### src/rtl/atm_pkg.sv
// Shared encodings and defaults for the ATM host link.
// Also imported by the ATM front-end.
package atm_pkg;

  localparam logic [6:0] DEF_THRESHOLD    = 7'd90;
  localparam logic [6:0] DEF_INIT_BALANCE = 7'd110;
  localparam logic [1:0] DEF_INIT_PIN     = 2'b10;
  localparam int         DEF_MAX_TRIES    = 3;

  typedef enum logic [2:0] {
    OP_VERIFY   = 3'd0,
    OP_WITHDRAW = 3'd1,
    OP_DEPOSIT  = 3'd2,
    OP_BALANCE  = 3'd3,
    OP_CLOSE    = 3'd4
  } op_e;

  typedef enum logic [2:0] {
    ST_OK       = 3'd0,
    ST_BAD_PIN  = 3'd1,
    ST_LOCKED   = 3'd2,
    ST_INSUFF   = 3'd3,
    ST_OVERFLOW = 3'd4,
    ST_NO_SESS  = 3'd5,
    ST_ILLEGAL  = 3'd6
  } status_e;

  typedef enum logic [1:0] {
    S_IDLE = 2'd0,
    S_EXEC = 2'd1,
    S_RESP = 2'd2
  } state_e;

endpackage

### src/rtl/atm_acct_table.sv
// Per-account balance, bad-PIN count and lock bit.
// One combinational read port, one synchronous write port.
module atm_acct_table
  import atm_pkg::*;
#(
  parameter int NUM_ACCTS = 4,
  parameter int ACCT_W = 2,
  parameter int AMT_W = 7,
  parameter int FAIL_W = 2,
  parameter logic [AMT_W-1:0] INIT_BALANCE = AMT_W'(DEF_INIT_BALANCE)
) (
  input  logic              clk,
  input  logic              reset,
  input  logic [ACCT_W-1:0] rd_acct,
  output logic [AMT_W-1:0]  rd_bal,
  output logic [FAIL_W-1:0] rd_fails,
  output logic              rd_lock,
  input  logic              wr_en,
  input  logic [ACCT_W-1:0] wr_acct,
  input  logic [AMT_W-1:0]  wr_bal,
  input  logic [FAIL_W-1:0] wr_fails,
  input  logic              wr_lock
);

  logic [AMT_W-1:0]  bal_q   [NUM_ACCTS];
  logic [AMT_W-1:0]  bal_d   [NUM_ACCTS];
  logic [FAIL_W-1:0] fails_q [NUM_ACCTS];
  logic [FAIL_W-1:0] fails_d [NUM_ACCTS];
  logic [NUM_ACCTS-1:0] lock_q, lock_d;

  assign rd_bal   = bal_q[rd_acct];
  assign rd_fails = fails_q[rd_acct];
  assign rd_lock  = lock_q[rd_acct];

  always_comb begin
    bal_d   = bal_q;
    fails_d = fails_q;
    lock_d  = lock_q;
    if (wr_en) begin
      bal_d[wr_acct]   = wr_bal;
      fails_d[wr_acct] = wr_fails;
      lock_d[wr_acct]  = wr_lock;
    end
  end

  always_ff @(posedge clk) begin
    if (!reset) begin
      for (int i = 0; i < NUM_ACCTS; i++) begin
        bal_q[i]   <= INIT_BALANCE;
        fails_q[i] <= '0;
      end
      lock_q <= '0;
    end else begin
      bal_q   <= bal_d;
      fails_q <= fails_d;
      lock_q  <= lock_d;
    end
  end

endmodule

### src/rtl/atm_bank_host.sv
// Account-authority responder: one transaction at a time,
// IDLE -> EXEC -> RESP, with session and response registers.
module atm_bank_host
  import atm_pkg::*;
#(
  parameter int NUM_ACCTS = 4,
  localparam int ACCT_W = $clog2(NUM_ACCTS),
  parameter int AMT_W = 7,
  parameter int PIN_W = 2,
  parameter logic [AMT_W-1:0] INIT_BALANCE = AMT_W'(DEF_INIT_BALANCE),
  parameter logic [PIN_W-1:0] INIT_PIN = PIN_W'(DEF_INIT_PIN),
  parameter logic [AMT_W-1:0] THRESHOLD = AMT_W'(DEF_THRESHOLD),
  parameter int MAX_TRIES = DEF_MAX_TRIES
) (
  input  logic              clk,
  input  logic              reset,
  input  logic              req_valid,
  output logic              req_ready,
  input  logic [2:0]        req_op,
  input  logic [ACCT_W-1:0] req_acct,
  input  logic [PIN_W-1:0]  req_pin,
  input  logic [AMT_W-1:0]  req_amount,
  output logic              rsp_valid,
  input  logic              rsp_ready,
  output logic [2:0]        rsp_status,
  output logic [AMT_W-1:0]  rsp_balance,
  output logic              rsp_face_req
);

  localparam int FAIL_W = $clog2(MAX_TRIES + 1);

  state_e state_q, state_d;
  logic [2:0]        op_q, op_d;
  logic [ACCT_W-1:0] acct_q, acct_d;
  logic [PIN_W-1:0]  pin_q, pin_d;
  logic [AMT_W-1:0]  amt_q, amt_d;
  logic              sess_open_q, sess_open_d;
  logic [ACCT_W-1:0] sess_acct_q, sess_acct_d;
  logic [2:0]        status_q, status_d;
  logic [AMT_W-1:0]  bal_q, bal_d;
  logic              face_q, face_d;

  logic [AMT_W-1:0]  rd_bal, wr_bal;
  logic [FAIL_W-1:0] rd_fails, wr_fails, fails_inc;
  logic              rd_lock, wr_lock, wr_en;
  logic [AMT_W:0]    sum;
  logic              sess_hit;

  atm_acct_table #(
    .NUM_ACCTS(NUM_ACCTS),
    .ACCT_W(ACCT_W),
    .AMT_W(AMT_W),
    .FAIL_W(FAIL_W),
    .INIT_BALANCE(INIT_BALANCE)
  ) u_table (
    .clk(clk),
    .reset(reset),
    .rd_acct(acct_q),
    .rd_bal(rd_bal),
    .rd_fails(rd_fails),
    .rd_lock(rd_lock),
    .wr_en(wr_en),
    .wr_acct(acct_q),
    .wr_bal(wr_bal),
    .wr_fails(wr_fails),
    .wr_lock(wr_lock)
  );

  assign req_ready    = (state_q == S_IDLE) && reset;
  assign rsp_valid    = (state_q == S_RESP);
  assign rsp_status   = status_q;
  assign rsp_balance  = bal_q;
  assign rsp_face_req = face_q;

  assign sum       = {1'b0, rd_bal} + {1'b0, amt_q};
  assign fails_inc = rd_fails + 1'b1;
  assign sess_hit  = sess_open_q && (sess_acct_q == acct_q);

  always_comb begin
    state_d     = state_q;
    op_d        = op_q;
    acct_d      = acct_q;
    pin_d       = pin_q;
    amt_d       = amt_q;
    sess_open_d = sess_open_q;
    sess_acct_d = sess_acct_q;
    status_d    = status_q;
    bal_d       = bal_q;
    face_d      = face_q;
    wr_en       = 1'b0;
    wr_bal      = rd_bal;
    wr_fails    = rd_fails;
    wr_lock     = rd_lock;
    case (state_q)
      S_IDLE: begin
        if (req_valid) begin
          op_d    = req_op;
          acct_d  = req_acct;
          pin_d   = req_pin;
          amt_d   = req_amount;
          state_d = S_EXEC;
        end
      end
      S_EXEC: begin
        state_d  = S_RESP;
        wr_en    = 1'b1;
        status_d = ST_OK;
        bal_d    = '0;
        face_d   = 1'b0;
        if (op_q == OP_VERIFY) begin
          if (rd_lock) begin
            status_d = ST_LOCKED;
          end else if (pin_q == INIT_PIN) begin
            wr_fails    = '0;
            sess_open_d = 1'b1;
            sess_acct_d = acct_q;
            bal_d       = rd_bal;
          end else begin
            wr_fails    = fails_inc;
            sess_open_d = 1'b0;
            if (fails_inc == FAIL_W'(MAX_TRIES)) begin
              wr_lock  = 1'b1;
              status_d = ST_LOCKED;
            end else begin
              status_d = ST_BAD_PIN;
            end
          end
        end else if (op_q > OP_CLOSE) begin
          status_d = ST_ILLEGAL;
        end else if (!sess_hit) begin
          status_d = ST_NO_SESS;
        end else begin
          case (op_q)
            OP_WITHDRAW: begin
              if (amt_q > rd_bal) begin
                status_d = ST_INSUFF;
              end else begin
                wr_bal = rd_bal - amt_q;
                bal_d  = rd_bal - amt_q;
                face_d = (amt_q > THRESHOLD);
              end
            end
            OP_DEPOSIT: begin
              if (sum[AMT_W]) begin
                status_d = ST_OVERFLOW;
              end else begin
                wr_bal = sum[AMT_W-1:0];
                bal_d  = sum[AMT_W-1:0];
              end
            end
            OP_CLOSE: begin
              sess_open_d = 1'b0;
              bal_d       = rd_bal;
            end
            default: bal_d = rd_bal;
          endcase
        end
      end
      S_RESP: begin
        if (rsp_ready) state_d = S_IDLE;
      end
      default: state_d = S_IDLE;
    endcase
  end

  always_ff @(posedge clk) begin
    if (!reset) begin
      state_q     <= S_IDLE;
      op_q        <= '0;
      acct_q      <= '0;
      pin_q       <= '0;
      amt_q       <= '0;
      sess_open_q <= 1'b0;
      sess_acct_q <= '0;
      status_q    <= '0;
      bal_q       <= '0;
      face_q      <= 1'b0;
    end else begin
      state_q     <= state_d;
      op_q        <= op_d;
      acct_q      <= acct_d;
      pin_q       <= pin_d;
      amt_q       <= amt_d;
      sess_open_q <= sess_open_d;
      sess_acct_q <= sess_acct_d;
      status_q    <= status_d;
      bal_q       <= bal_d;
      face_q      <= face_d;
    end
  end

endmodule

### config.mk
export PLATFORM = sky130hd
export DESIGN_NAME = atm_bank_host
export DESIGN_NICKNAME = d
export VERILOG_FILES = /design/src/rtl/atm_pkg.sv /design/src/rtl/atm_acct_table.sv /design/src/rtl/atm_bank_host.sv
export SDC_FILE = /design/constraint.sdc
export NUM_CORES = 1
export LEC_CHECK = 0
export CAP_MARGIN = 20
export CORE_MARGIN = 5
export CORE_UTILIZATION = 40
export DETAILED_ROUTE_END_ITERATION = 6
export PLACE_DENSITY = 0.57
export SYNTH_ARGS = -nofsm -noshare
export SYNTH_HDL_FRONTEND = slang
export SYNTH_SLANG_ARGS = --single-unit
export TNS_END_PERCENT = 50
### constraint.sdc
create_clock -name clk -period 4 [get_ports clk]
set_input_delay 0.8 -clock clk [delete_from_list [all_inputs] [get_ports clk]]
set_output_delay 0.8 -clock clk [all_outputs]
set_load 0.02 [all_outputs]
* Word level (Yosys, flattened, before mapping)
Cells that the tools add are included.
** Storage, ports and cells
- Flip-flop bits (word level) :: 70
- Bits in latches :: 0
- RAM bits :: 0
- Memory bits (read-only) :: 0
- Input port bits :: 18
- Output and inout port bits :: 13
- Memories kept :: 0
** Cells by class
- $add $sub $neg :: 3
- Multipliers :: 0
- Div/mod/pow operators :: 0
- Magnitude comparators :: 7
- Eq/ne operators :: 12
- Shift operators :: 0
- Muxes and demuxes :: 65
- Bitwise logic cells :: 2
- Reductions and logical operators :: 12
** Operators by type and width (count)
- 7-bit 2-to-1 mux :: 16
- 28-bit bitwise mux :: 1
- 7-bit case mux with 2 select lines :: 2
- 2-bit 2-to-1 mux :: 13
- 1-bit 2-to-1 mux :: 19
- 7-bit binary-select mux with 2-bit select :: 1
- 7-bit demux with 2-bit select :: 1
- 3-bit 2-to-1 mux :: 4
- 7-bit by 7-bit adder with 8-bit output :: 1
- 8-bit bitwise mux :: 1
- 7-bit > comparator :: 1
- 7-bit > comparator (second input constant) :: 1
- 7-bit subtractor :: 1
- 2-bit equality test (second input constant) :: 3
- 2-bit inequality test (second input constant) :: 3
- 2-bit case mux with 3 select lines :: 1
- 3-bit case mux with 2 select lines :: 1
- 5-bit AND reduction :: 1
- 2-bit binary-select mux with 2-bit select :: 1
- 4-bit bitwise mux :: 1
- 2-bit demux with 2-bit select :: 1
- 1-bit logical AND :: 4
- 2-bit AND reduction :: 2
- 4-bit AND reduction :: 1
- other kinds (19) :: 20

* Logic depth before layout (Yosys ltp)
Gate-level depths: netlist of the first run.
- Word-level depth :: 12
- Depth in mapped cells :: 12
- Depth with buffers taken out :: 10

* Hierarchy
From an unflattened synthesis of the first run, not the netlist that was laid out.
** Unflattened totals
- Cells, all modules :: 457
- Area total of the unflattened synthesis :: 4117.7 um2
** Modules (own cells, without submodules)
- atm_bank_host :: instances 1, cells an instance 299, area an instance 2338.5 um2, seq. area each 600.6 um2
- atm_acct_table :: instances 1, cells an instance 158, area an instance 1779.2 um2, seq. area each 800.8 um2

* Worst setup path after synthesis of the first run
OpenSTA, ideal clock, no wires.
- Path kind :: register to register
- From :: reg acct_q[0]
- To :: reg u_table.bal_q[16] (netlist name)
- Setup time :: 137 ps
- Data arrival time :: 2928 ps
- Slack :: 936 ps
- Cell stages (with the launch flop) :: 12
- Period minus slack after synthesis :: 3064 ps
- Path through :: dfxtp_1 -> buf_6 -> clkbuf_1 -> mux4_2 -> ha_1 -> buf_2 -> nor2b_1 -> o311a_1 -> a211oi_2 -> o221ai_4 -> a221oi_2 -> a31oi_1
** Between the ends
- Word-level cells in the longest chain between the ends :: 12
** RTL lines
- from (decl) :: RTL line atm_bank_host.sv:34 : logic [ACCT_W-1:0] acct_q, acct_d;
- from (signal assigned) :: RTL line atm_bank_host.sv:181 : acct_q <= acct_d;
- 2-bit inverter with 3-bit output (not written as such) :: RTL line atm_acct_table.sv:31, atm_acct_table.sv:40
- 7-bit binary-select mux with 2-bit select :: RTL line atm_acct_table.sv:31 : assign rd_bal = bal_q[rd_acct];
- 7-bit 2-to-1 mux (not written as such) (2 in series) :: RTL line atm_acct_table.sv:31
- 7-bit by 7-bit adder with 8-bit output, or another cell as far along :: RTL line atm_bank_host.sv:75 : assign sum = {1'b0, rd_bal} + {1'b0, amt_q};
- 7-bit 2-to-1 mux (on tied branches) :: RTL line atm_bank_host.sv:144, atm_bank_host.sv:135
- 7-bit case mux with 2 select lines :: RTL line atm_bank_host.sv:133 : case (op_q)
- 7-bit 2-to-1 mux :: RTL line atm_bank_host.sv:130 : end else if (!sess_hit) begin
- 7-bit 2-to-1 mux :: RTL line atm_bank_host.sv:128 : end else if (op_q > OP_CLOSE) begin
- 7-bit 2-to-1 mux :: RTL line atm_bank_host.sv:110 : if (op_q == OP_VERIFY) begin
- 7-bit 2-to-1 mux :: RTL line atm_bank_host.sv:94 : case (state_q)
- 28-bit bitwise mux * :: RTL line atm_acct_table.sv:40 : bal_d[wr_acct] = wr_bal;
- to (signal assigned) :: RTL line atm_acct_table.sv:54 : bal_q <= bal_d;
- to (decl) :: RTL line atm_acct_table.sv:25 : logic [AMT_W-1:0] bal_q [NUM_ACCTS];
Mark *: on every way between the ends. The rest lies on a longest branch, timed or not. The select of a mux whose other input is x is not followed.
A chain may end at the register's enable or synchronous reset.

* Worst setup path after layout of the first run
- From :: reg acct_q[0]
- To :: reg u_table.bal_q[3] (netlist name)
Same word-level chain as after synthesis.

==> results of run 1 <==
[cell usage in the layout (no fill, tap or decap), types with 10 or more instances in the layout]
cell,count
dfxtp_1,70
nand2_1,54
a21oi_1,38
clkdlybuf4s50_1,29
o21ai_0,23
nor3b_1,23
a31oi_1,21
nor2_1,18
inv_1,16
ha_1,15
a21boi_0,14
nor2b_1,13
o211a_1,13
mux4_2,10
buf_4,10
[flip-flops by register name (all words and copies together) (netlist names), 3 cells and up]
register         count
rsp_balance          7
amt_q                7
u_table.bal_q       28
rsp_status           3
u_table.lock_q       4
u_table.fails_q      8
op_q                 3
[kinds of logic (layout without fill, tap and decap cells)]
| logic type | count (synthesis) | in the layout |
|---|---|---|
| AO/OA/AOI/OAI | 152 | 152 |
| XOR/XNOR | 7 | 7 |
| adder cells (fa/ha/maj) | 17 | 17 |
| buffers and inverters | 55 | 72 |
| flip-flops | 70 | 70 |
| multiplexers | 12 | 12 |
| AND/OR/NAND/NOR | 160 | 160 |
[synth_stat cells (all sizes together) (5+ instances only)]
cell	count	area share [%]
mux4	10	5.4
nand2b	9	1.3
a21oi	41	5.2
ha	15	4.5
inv	16	1.4
nand2	54	4.8
nor2	20	2.0
nor3	9	1.3
buf	12	2.1
nor3b	23	4.1
a21boi	14	2.5
xnor2	6	1.6
o211a	13	3.1
clkbuf	27	2.4
nor2b	13	1.9
nand3	5	0.71
a211oi	5	1.5
a221oi	5	1.5
dfxtp	70	33
a31oi	21	3.1
o21ai	24	2.9
[tightest hold or removal path, delay by kind of cell (launching register included)]
| kind | cells | cell delay [ns] |
|---|---|---|
| AO/OA/AOI/OAI | 1 | 0.07 |
| flip-flops | 1 | 0.32 |
| AND/OR/NAND/NOR | 1 | 0.05 |
[cell type report]
class / instances / area, um^2 / share of cell area, %
Multi-Input combinational cell: 348 / 2560 / 53.5
Clock inverter: 7 / 96.3 / 2.02
Timing Repair Buffer: 40 / 370 / 7.75
Sequential cell: 70 / 1400 / 29.3
Clock buffer: 9 / 124 / 2.59
Tap cell: 136 / 170 / 3.56
Inverter: 16 / 60.1 / 1.26
[power breakdown]
group | internal (uW) | total [uW] | switching [uW]
logic | 123 | 295 | 172
clock network | 353 | 641 | 288
registers | 720 | 745 | 24.6
total | 1200 | 1680 | 484
[how the worst max path moves through the flow]
| stage | from | to | slack (ns) | depth (start not counted) |
|---|---|---|---|---|
| floorplan | acct_q[0] | u_table.bal_q[16] | 0.94 | 11 |
| global placement | acct_q[1] | u_table.bal_q[9] | 0.64 | 9 |
| detailed placement | acct_q[1] | u_table.bal_q[9] | 0.50 | 9 |
| CTS | acct_q[1] | u_table.bal_q[9] | 0.49 | 9 |
| global route | acct_q[1] | u_table.bal_q[2] | 0.24 | 9 |
| finish | acct_q[0] | u_table.bal_q[3] | 0.44 | 8 |
[per-stage QoR]
step	setup WS [ns]	total power, uW	area, um^2
final	0.441	1680	4780
after floorplan	0.936	967	4200
after CTS	0.495	1700	4780
after detailed placement	0.501	1050	4560
after global routing	0.244	1770	4780
after global placement	0.635	1050	4560
[metal layers]
layer	track usage, %	wire length (um)	vias to the layer above
met5	0	0	-
met3	3.45	342	10
met1	24.3	5260	1697
li1	-	-	1749
met2	27.5	4830	54
met4	4.65	130	0
==> results.tsv, run 1 <==
stage	metric	value	unit
timing	Slew @ Worst Pin	0.778	ns
critical_path	WP buf/inv	0	
synth	register area share after synthesis	33.4	%
grt	largest net degree at the start of global routing	89	
clock_network	Skew-Pair Late Insertion Delay	0.34	ns
die	Die W	112	um
synth	synthesized flop and latch total	70	
timing	relative slew slack	48.1	%
detailed_routing	via/cell ratio	5.61	
synth	Post-synth EDFFs	0	
synth	top_reg_cell synth	dfxtp_1	
synth	post-synthesis compound-gate area fraction	26.4	%
detailed_routing	Detailed Route WL	10.6	mm
clock_network	Setup Buffers After CTS	0	
finish	Finished Layout Cells	626	
min_path	HP Class	flop to flop	
synth	Synth Warn #	0	
finish	ant diodes	0	
clock_network	hold_buf cts	0	
grt	first-pass GRT wire length	17.8	mm
critical_path	CP Data Arrival Time	3.75	ns
timing	Worst Skew	0.0116	ns
die	# rows	37	
synth	cells after synthesis	473	
min_path	hold path cells	2	
finish	Layout Nets	520	
synth	Synth async-reset ratio	0	%
die	# IOs	31	
grt	number of global-route vias before repair	3477	
detailed_routing	# DRC	0	
grt	gr usage total	17.4	%
synth	Post-Syn Area per Cell	8.88	um^2
clock_network	CTS tree	built	
clock_network	clk slew on worst S/H paths	0.08	ns
synth	XOR/XNOR share of the synthesized area	1.82	%
synth	Post-Synth Simple-Gate Area	21.3	%
synth	post-synthesis mux area share	5.84	%
power_and_ir_drop	Pleak	0.00181	uW
timing	hold slack	0.490	ns
finish	area grow syn2layout	13.8	%
clock_network	CTS buffer count	9	
timing	RSZ-0062 raised after global routing	no	
critical_path	Critical Path End Type	flop	
synth	distinct cell type count after synthesis	69	
die	initial core utilization	40.9	%
synth	syn nets	508	
min_path	HP Start	pin_q[0]	
critical_path	top cell family by delay on the critical path	compound AO/OA/AOI/OAI gates	
timing	fmax	281	MHz
finish	final core occ	46.5	%
clock_network	clk buf depth	2	
timing	Finish-stage setup viols	0	
die	core footprint	10300	um^2
timing	fin crit period	3.56	ns
placed_design	PortBufs	30	
finish	share of layout cells above drive strength 1	13.5	%
clock_network	H-tree depth	3	
detailed_routing	via count	3510	
power_and_ir_drop	peak supply drop	0.000176	V
critical_path	critical path class	flop to flop	
detailed_routing	drt initial violations	156	
timing	crit share post-route	89.0	%
timing	Slew Limit Fails	0	
grt	initial antenna violation count	0	
synth	post-synthesis cell area	4200	um^2
finish	# fillers	1035	
grt	gr ovfl total	0	
flow_run	# Max-Cap Violations	0	
clock_network	CTS root buffer	clkbuf_8	
placed_design	hpwl dp	7.68	mm
placed_design	Cells after DPL	610	
critical_path	CP max stage cell	dfxtp_1	
detailed_routing	Pre-Repair DR Iteration Count	4	
timing	setup tns final	0	ns
power_and_ir_drop	PD cells	352	nW/um^2
critical_path	r2r worst-path depth	8	
synth	Post-Synth Adder-Cell Area	5.42	%
die	Die Y	112	um
detailed_routing	Routed Antenna Nets	0	
timing	Hold Fails Final Rpt	0	
die	die area	12700	um^2
critical_path	worst-path maximum fanout	13	
critical_path	r2r startpoint	acct_q[0]	
detailed_routing	routed len/inst	16.9	um
clock_network	# resized after CTS	0	
critical_path	r2r endpoint	u_table.bal_q[3]	
critical_path	FF-to-FF setup slack	0.44	ns
clock_network	# clock sinks	70	
critical_path	CP Launch Type	flop	
critical_path	cell chain of the critical path	mux4_2, ha_1, nor2b_1, o311a_1, a211oi_2, o221ai_4, a221oi_2, a31oi_1	
critical_path	critical path's largest stage delay	0.74	ns
synth	largest family of logic cells by synthesized area	compound AO/OA/AOI/OAI gates	
min_path	Hold Crit Endpoint	pin_q[0]	
placed_design	GPL Wtd Cong	0.856	
run_status	status	complete, no violations	
critical_path	WP data required	4.19	ns
(Power assumes the default switching activity.)
==> inputs of run 2 (changes only) <==
Settings changed: CTS_BUF_LIST from default to sky130_fd_sc_hd__clkbuf_4 sky130_fd_sc_hd__clkbuf_8 sky130_fd_sc_hd__clkbuf_16.
==> results of run 2 <==
The final DEF is identical to that of run 1; final timing and power are the same.
